<file path="src/rtl/doom_pkg.sv">
// Shared game-state encodings and default game constants.
package doom_pkg;

  typedef enum logic [1:0] {
    IDLE    = 2'b00,
    PLAYING = 2'b01,
    HIT     = 2'b10,
    OVER    = 2'b11
  } game_state_e;

  localparam int unsigned DEF_MAX_HEALTH  = 5;
  localparam int unsigned DEF_FLASH_TICKS = 2;

endpackage

</file>
<file path="src/rtl/bcd_score_counter.sv">
// Two-digit BCD kill counter with synchronous clear and saturation at 99.
// One-cycle latency from clear_i/inc_i to score_o; clear_i has priority over inc_i.
module bcd_score_counter (
  input  logic       clk,
  input  logic       rst,
  input  logic       clear_i,
  input  logic       inc_i,
  output logic [7:0] score_o
);

  logic [3:0] ones_q, ones_d;
  logic [3:0] tens_q, tens_d;
  logic       at_max;

  assign at_max = (tens_q == 4'd9) && (ones_q == 4'd9);

  always_comb begin
    ones_d = ones_q;
    tens_d = tens_q;
    if (clear_i) begin
      ones_d = 4'd0;
      tens_d = 4'd0;
    end else if (inc_i && !at_max) begin
      if (ones_q == 4'd9) begin
        ones_d = 4'd0;
        tens_d = tens_q + 4'd1;
      end else begin
        ones_d = ones_q + 4'd1;
      end
    end
  end

  always_ff @(posedge clk) begin
    if (!rst) begin
      ones_q <= 4'd0;
      tens_q <= 4'd0;
    end else begin
      ones_q <= ones_d;
      tens_q <= tens_d;
    end
  end

  assign score_o = {tens_q, ones_q};

endmodule

</file>
<file path="src/rtl/game_status.sv">
// Game state machine: start/restart, health with post-hit invulnerability, BCD score.
// Button and slow_clk are synchronised and edge-detected here; all outputs are registered.
module game_status
  import doom_pkg::*;
#(
  parameter int unsigned MAX_HEALTH  = DEF_MAX_HEALTH,
  parameter int unsigned FLASH_TICKS = DEF_FLASH_TICKS
) (
  input  logic       clk,
  input  logic       rst,
  input  logic       slow_clk,
  input  logic       start_btn,
  input  logic       enemy_attack,
  input  logic       enemy_kill,
  output logic       start,
  output logic [1:0] game_state,
  output logic [3:0] health,
  output logic [7:0] score_bcd,
  output logic       hit_flash
);

  localparam logic [3:0] HP_MAX  = 4'(MAX_HEALTH);
  localparam logic [7:0] FL_LAST = 8'(FLASH_TICKS - 1);

  logic btn_s1_q, btn_s2_q, btn_prev_q, btn_armed_q;
  logic [1:0] sync_vld_q;
  logic slow_s1_q, slow_s2_q, slow_prev_q;
  logic start_evt, tick;

  game_state_e state_q, state_d;
  logic [3:0]  health_q, health_d;
  logic [7:0]  flash_q, flash_d;
  logic        start_q, hit_flash_q;
  logic        score_clr, score_inc;

  // The button must be seen low once the synchroniser holds real data, so a
  // press held across reset release cannot masquerade as a fresh edge.
  always_ff @(posedge clk) begin
    if (!rst) begin
      btn_s1_q    <= 1'b0;
      btn_s2_q    <= 1'b0;
      btn_prev_q  <= 1'b0;
      btn_armed_q <= 1'b0;
      sync_vld_q  <= 2'b00;
      slow_s1_q   <= 1'b0;
      slow_s2_q   <= 1'b0;
      slow_prev_q <= 1'b0;
    end else begin
      btn_s1_q    <= start_btn;
      btn_s2_q    <= btn_s1_q;
      btn_prev_q  <= btn_s2_q;
      sync_vld_q  <= {sync_vld_q[0], 1'b1};
      if (sync_vld_q[1] && !btn_s2_q) begin
        btn_armed_q <= 1'b1;
      end
      slow_s1_q   <= slow_clk;
      slow_s2_q   <= slow_s1_q;
      slow_prev_q <= slow_s2_q;
    end
  end

  assign start_evt = btn_armed_q & btn_s2_q & ~btn_prev_q;
  assign tick      = slow_s2_q & ~slow_prev_q;

  always_comb begin
    state_d   = state_q;
    health_d  = health_q;
    flash_d   = flash_q;
    score_clr = 1'b0;
    score_inc = 1'b0;
    case (state_q)
      IDLE: begin
        if (start_evt) begin
          state_d   = PLAYING;
          health_d  = HP_MAX;
          score_clr = 1'b1;
        end
      end
      PLAYING: begin
        score_inc = enemy_kill;
        if (enemy_attack && (health_q != 4'd0)) begin
          health_d = health_q - 4'd1;
          state_d  = (health_q == 4'd1) ? OVER : HIT;
          flash_d  = 8'd0;
        end
      end
      HIT: begin
        // Attacks are ignored here: the player is invulnerable while flashing.
        score_inc = enemy_kill;
        if (tick) begin
          flash_d = flash_q + 8'd1;
          if (flash_q == FL_LAST) begin
            state_d = PLAYING;
          end
        end
      end
      OVER: begin
        if (start_evt) begin
          state_d = IDLE;
        end
      end
    endcase
  end

  always_ff @(posedge clk) begin
    if (!rst) begin
      state_q     <= IDLE;
      health_q    <= HP_MAX;
      flash_q     <= 8'd0;
      start_q     <= 1'b0;
      hit_flash_q <= 1'b0;
    end else begin
      state_q     <= state_d;
      health_q    <= health_d;
      flash_q     <= flash_d;
      start_q     <= (state_d == PLAYING) || (state_d == HIT);
      hit_flash_q <= (state_d == HIT);
    end
  end

  bcd_score_counter u_score (
    .clk     (clk),
    .rst     (rst),
    .clear_i (score_clr),
    .inc_i   (score_inc),
    .score_o (score_bcd)
  );

  assign start      = start_q;
  assign game_state = state_q;
  assign health     = health_q;
  assign hit_flash  = hit_flash_q;

endmodule

</file>
<file path="config.mk">
export PLATFORM = sky130hd
export DESIGN_NAME = game_status
export DESIGN_NICKNAME = d
export VERILOG_FILES = /design/src/rtl/doom_pkg.sv /design/src/rtl/bcd_score_counter.sv /design/src/rtl/game_status.sv
export SDC_FILE = /design/constraint.sdc
export NUM_CORES = 1
export LEC_CHECK = 0
export BUFFER_PORTS_ARGS = -buffer_cell sky130_fd_sc_hd__buf_2
export CORE_ASPECT_RATIO = 0.75
export CORE_MARGIN = 1
export CORE_UTILIZATION = 40
export CTS_CLUSTER_DIAMETER = 50
export DETAILED_ROUTE_END_ITERATION = 8
export HOLD_SLACK_MARGIN = 0.08
export SLEW_MARGIN = 5
export SYNTH_ARGS = -nofsm -noshare
export SYNTH_HDL_FRONTEND = slang
export SYNTH_HIERARCHICAL = 1
export SYNTH_SLANG_ARGS = --single-unit
</file>
<file path="constraint.sdc">
create_clock -name clk -period 2.4 [get_ports clk]
set_input_delay 0.48 -clock clk [delete_from_list [all_inputs] [get_ports clk]]
set_output_delay 0.48 -clock clk [all_outputs]
set_load 0.01 [all_outputs]
</file>
==> impl_metrics.json <==
{
  "area_growth_pct": 14.4,
  "seqCellArea_um2": 661,
  "grt.overflow.total": 0,
  "grt_pass1_wl_um": 5650,
  "cts_setup_buffers": 0,
  "clk_path_buf_depth": 2,
  "vdd_drop_max_v": 0.000439,
  "synth_warnings": 6,
  "ys_async_sr_fraction": 0,
  "finish.utilization": 0.498,
  "synthCells": 178,
  "cp_max_fo": 4,
  "run_status": "complete, no violations",
  "io_pins": 22,
  "critPathMaxStageDelay_ns": 0.38,
  "powerDensity_mw_per_mm2": 574,
  "drive_gt1_frac": 0.186,
  "yosysMostFrequentCell": "dfxtp_1",
  "cp.depth": 8,
  "crit_arrival_ns": 2.29,
  "finalWorstSetupSlack_ns": 0.332,
  "cts_root_buf": "clkbuf_8",
  "avgSynthCellArea_um2": 9.36,
  "fin_nets": 220,
  "grt_antenna_before_repair": 0,
  "crit_family": "adder cells",
  "multi_input_area_um2": 945,
  "start_util": 0.435,
  "crit_slowest_cell": "dfxtp_1",
  "grt_pass1_vias": 1231,
  "post-route-min-period_ns": 2.07,
  "drt_iter0_drc": 88,
  "min_period_over_period": 0.862,
  "cp.required_ns": 2.62,
  "place_congestion": 0.776,
  "setup-tns-final_ns": 0,
  "synthTopCellsByArea": "dfxtp_1, ha_1, a21oi_1, and2_1, o31ai_1",
  "cts_tree": "done",
  "die_area_mm2": 0.00443,
  "cp-startpoint": "health[0]",
  "mappedNetlistArea_mm2": 0.00167,
  "vias_per_cell": 5.25,
  "wire_per_inst_um": 12.6,
  "fp-row-count": 19,
  "yosys.area.top_type": "dfxtp_1",
  "fmax_ghz": 0.484,
  "grt_max_degree": 21,
  "finClkSkew_ns": 0.00466,
  "worst_hold_slack_ns": 0.402,
  "synth_common_cells": "dfxtp_1, a21oi_1, and2_1, ha_1, nand2_1",
  "yosysSeqAreaShare": 0.396,
  "drtAntennaViolNets": 0,
  "worstReg2RegEnd": "start",
  "diodes": 0,
  "clk_latency_ns": 0.28,
  "reg2reg_slack_ns": 0.33,
  "path_buf_inv": 1,
  "worstMarginPinSlew_ns": 0.388,
  "critPathCaptureType": "register",
  "post-dp-hpwl_um": 2350,
  "clk_pin_slew_worst_paths_ns": 0.07,
  "crit_path_end": "start",
  "yosysTopAreaCellShare": 0.396,
  "hold_buffers": 0,
  "port_buffers": 21,
  "min_delay_path_depth": 2,
  "p_total_mw": 1.10,
  "wl_um": 3220,
  "post-route-drc-count": 0,
  "synth_edf_count": 0,
  "dieHeight_um": 57.9,
  "dp_slack_ns": 0.367,
  "slew_headroom": 0.740,
  "r2r_start": "health[0]",
  "ys_ff_latch": 33,
  "vias": 1345,
  "crit_path_start_kind": "register",
  "path_class": "register to register",
  "coreArea_mm2": 0.00383,
  "ys_types": 49,
  "hold_path_class": "input port to register",
  "cts_num_sinks": 33,
  "cts-htree-levels": 2,
  "cts_resized": 0,
  "finalHoldViolCount": 0,
  "gr-usage-all-layers": 0.163,
  "synth_top_flop_cell": "dfxtp_1",
  "cts_buffers": 5,
  "cap_viol_max_count": 0,
  "die_x_um": 76.5,
  "cp_common_cell": "ha_1",
  "setup-violations-final": 0,
  "syn_nets": 195,
  "cp_cell_sequence": "inv_1 -> ha_1 -> nor4b_1 -> a31oi_1 -> a22oi_1 -> o22ai_1 -> ha_1 -> nor2b_1",
  "fillerInstances": 378,
  "firstDrtPassIters": 4,
  "p_leak_nw": 0.724,
  "rsz0062_at_grt": "no",
  "drv_slew": 0,
  "ff2ff_path_depth": 8
}
[cell families (layout without fill, tap and decap cells)]
family,count (synthesis),after routing,share of synthesized area
buffers and inverters,14,40,0.0368
AND/OR/NAND/NOR,71,71,0.274
adder cells (fa/ha/maj),11,11,0.0826
XOR/XNOR,3,3,0.0158
AO/OA/AOI/OAI,46,46,0.194
flip-flops,33,33,0.396
[how the worst min path moves through the flow]
stage               from         to  slack (ns)
2_1_floorplan   btn_s1_q   btn_s2_q        0.41
3_3_place_gp   slow_s1_q  slow_s2_q        0.42
3_5_place_dp   slow_s1_q  slow_s2_q        0.42
4_1_cts         slow_clk  slow_s1_q        0.39
5_1_grt        start_btn   btn_s1_q        0.39
6_report        slow_clk  slow_s1_q        0.40
[worst register-to-register path, delay by kind of cell (launching register included)]
kind	cells	cell delay [ns]
AOI/OAI and AO/OA	3	0.54
adders and majority gates	2	0.57
buffers and inverters	1	0.09
DFF	1	0.38
and+or+nand+nor	2	0.44
[metal layers]
| layer | track usage | part of all wire | wire [µm] | up-vias |
|---|---|---|---|---|
| met3 | 0.0504 | 0.045 | 146 | 5 |
| met2 | 0.242 | 0.39 | 1260 | 24 |
| met4 | 0.0659 | 0.0090 | 29 | 0 |
| li1 | - | - | - | 700 |
| met5 | 0 | 0 | 0 | - |
| met1 | 0.221 | 0.55 | 1780 | 616 |
[registers in the layout, summed over array words and instances (netlist names), 2 cells and up]
name and cells:
flash_q 8, game_state 2, health 4, sync_vld_q 2, u_score/ones_q 4, u_score/tens_q 4
[metrics by stage]
stage	area [µm²]	std cells
4_1_cts	1910	256
5_1_grt	1910	256
6_report	1910	256
2_1_floorplan	1670	178
3_3_place_gp	1820	248
3_5_place_dp	1820	248
[final cells by class]
type / count / share of cell area
Clock buffer: 5 / 0.0361
Inverter: 10 / 0.0197
Timing Repair Buffer: 22 / 0.0591
Sequential cell: 33 / 0.346
Multi-Input combinational cell: 131 / 0.495
Clock inverter: 3 / 0.00919
Tap cell: 52 / 0.0341
[report_power, final]
group | switching, mW | leakage [nW] | internal (mW)
clock | 0.199 | 0.0439 | 0.200
sequential | 0.0119 | 0.268 | 0.563
combinational | 0.0726 | 0.412 | 0.0485
total | 0.284 | 0.724 | 0.812
[cell usage in the layout (no fill, tap or decap), types with 6 or more instances in the layout]
cell     synthesis  final
nand2_1         11     11
buf_2            1     21
dfxtp_1         33     33
or3_1            7      7
a21oi_1         14     14
nand3_1          7      7
o31ai_1          7      7
or4_1            6      6
inv_1           10     10
and2_1          11     11
ha_1            11     11
o21ai_0          6      6
(Power assumes the default switching activity.)
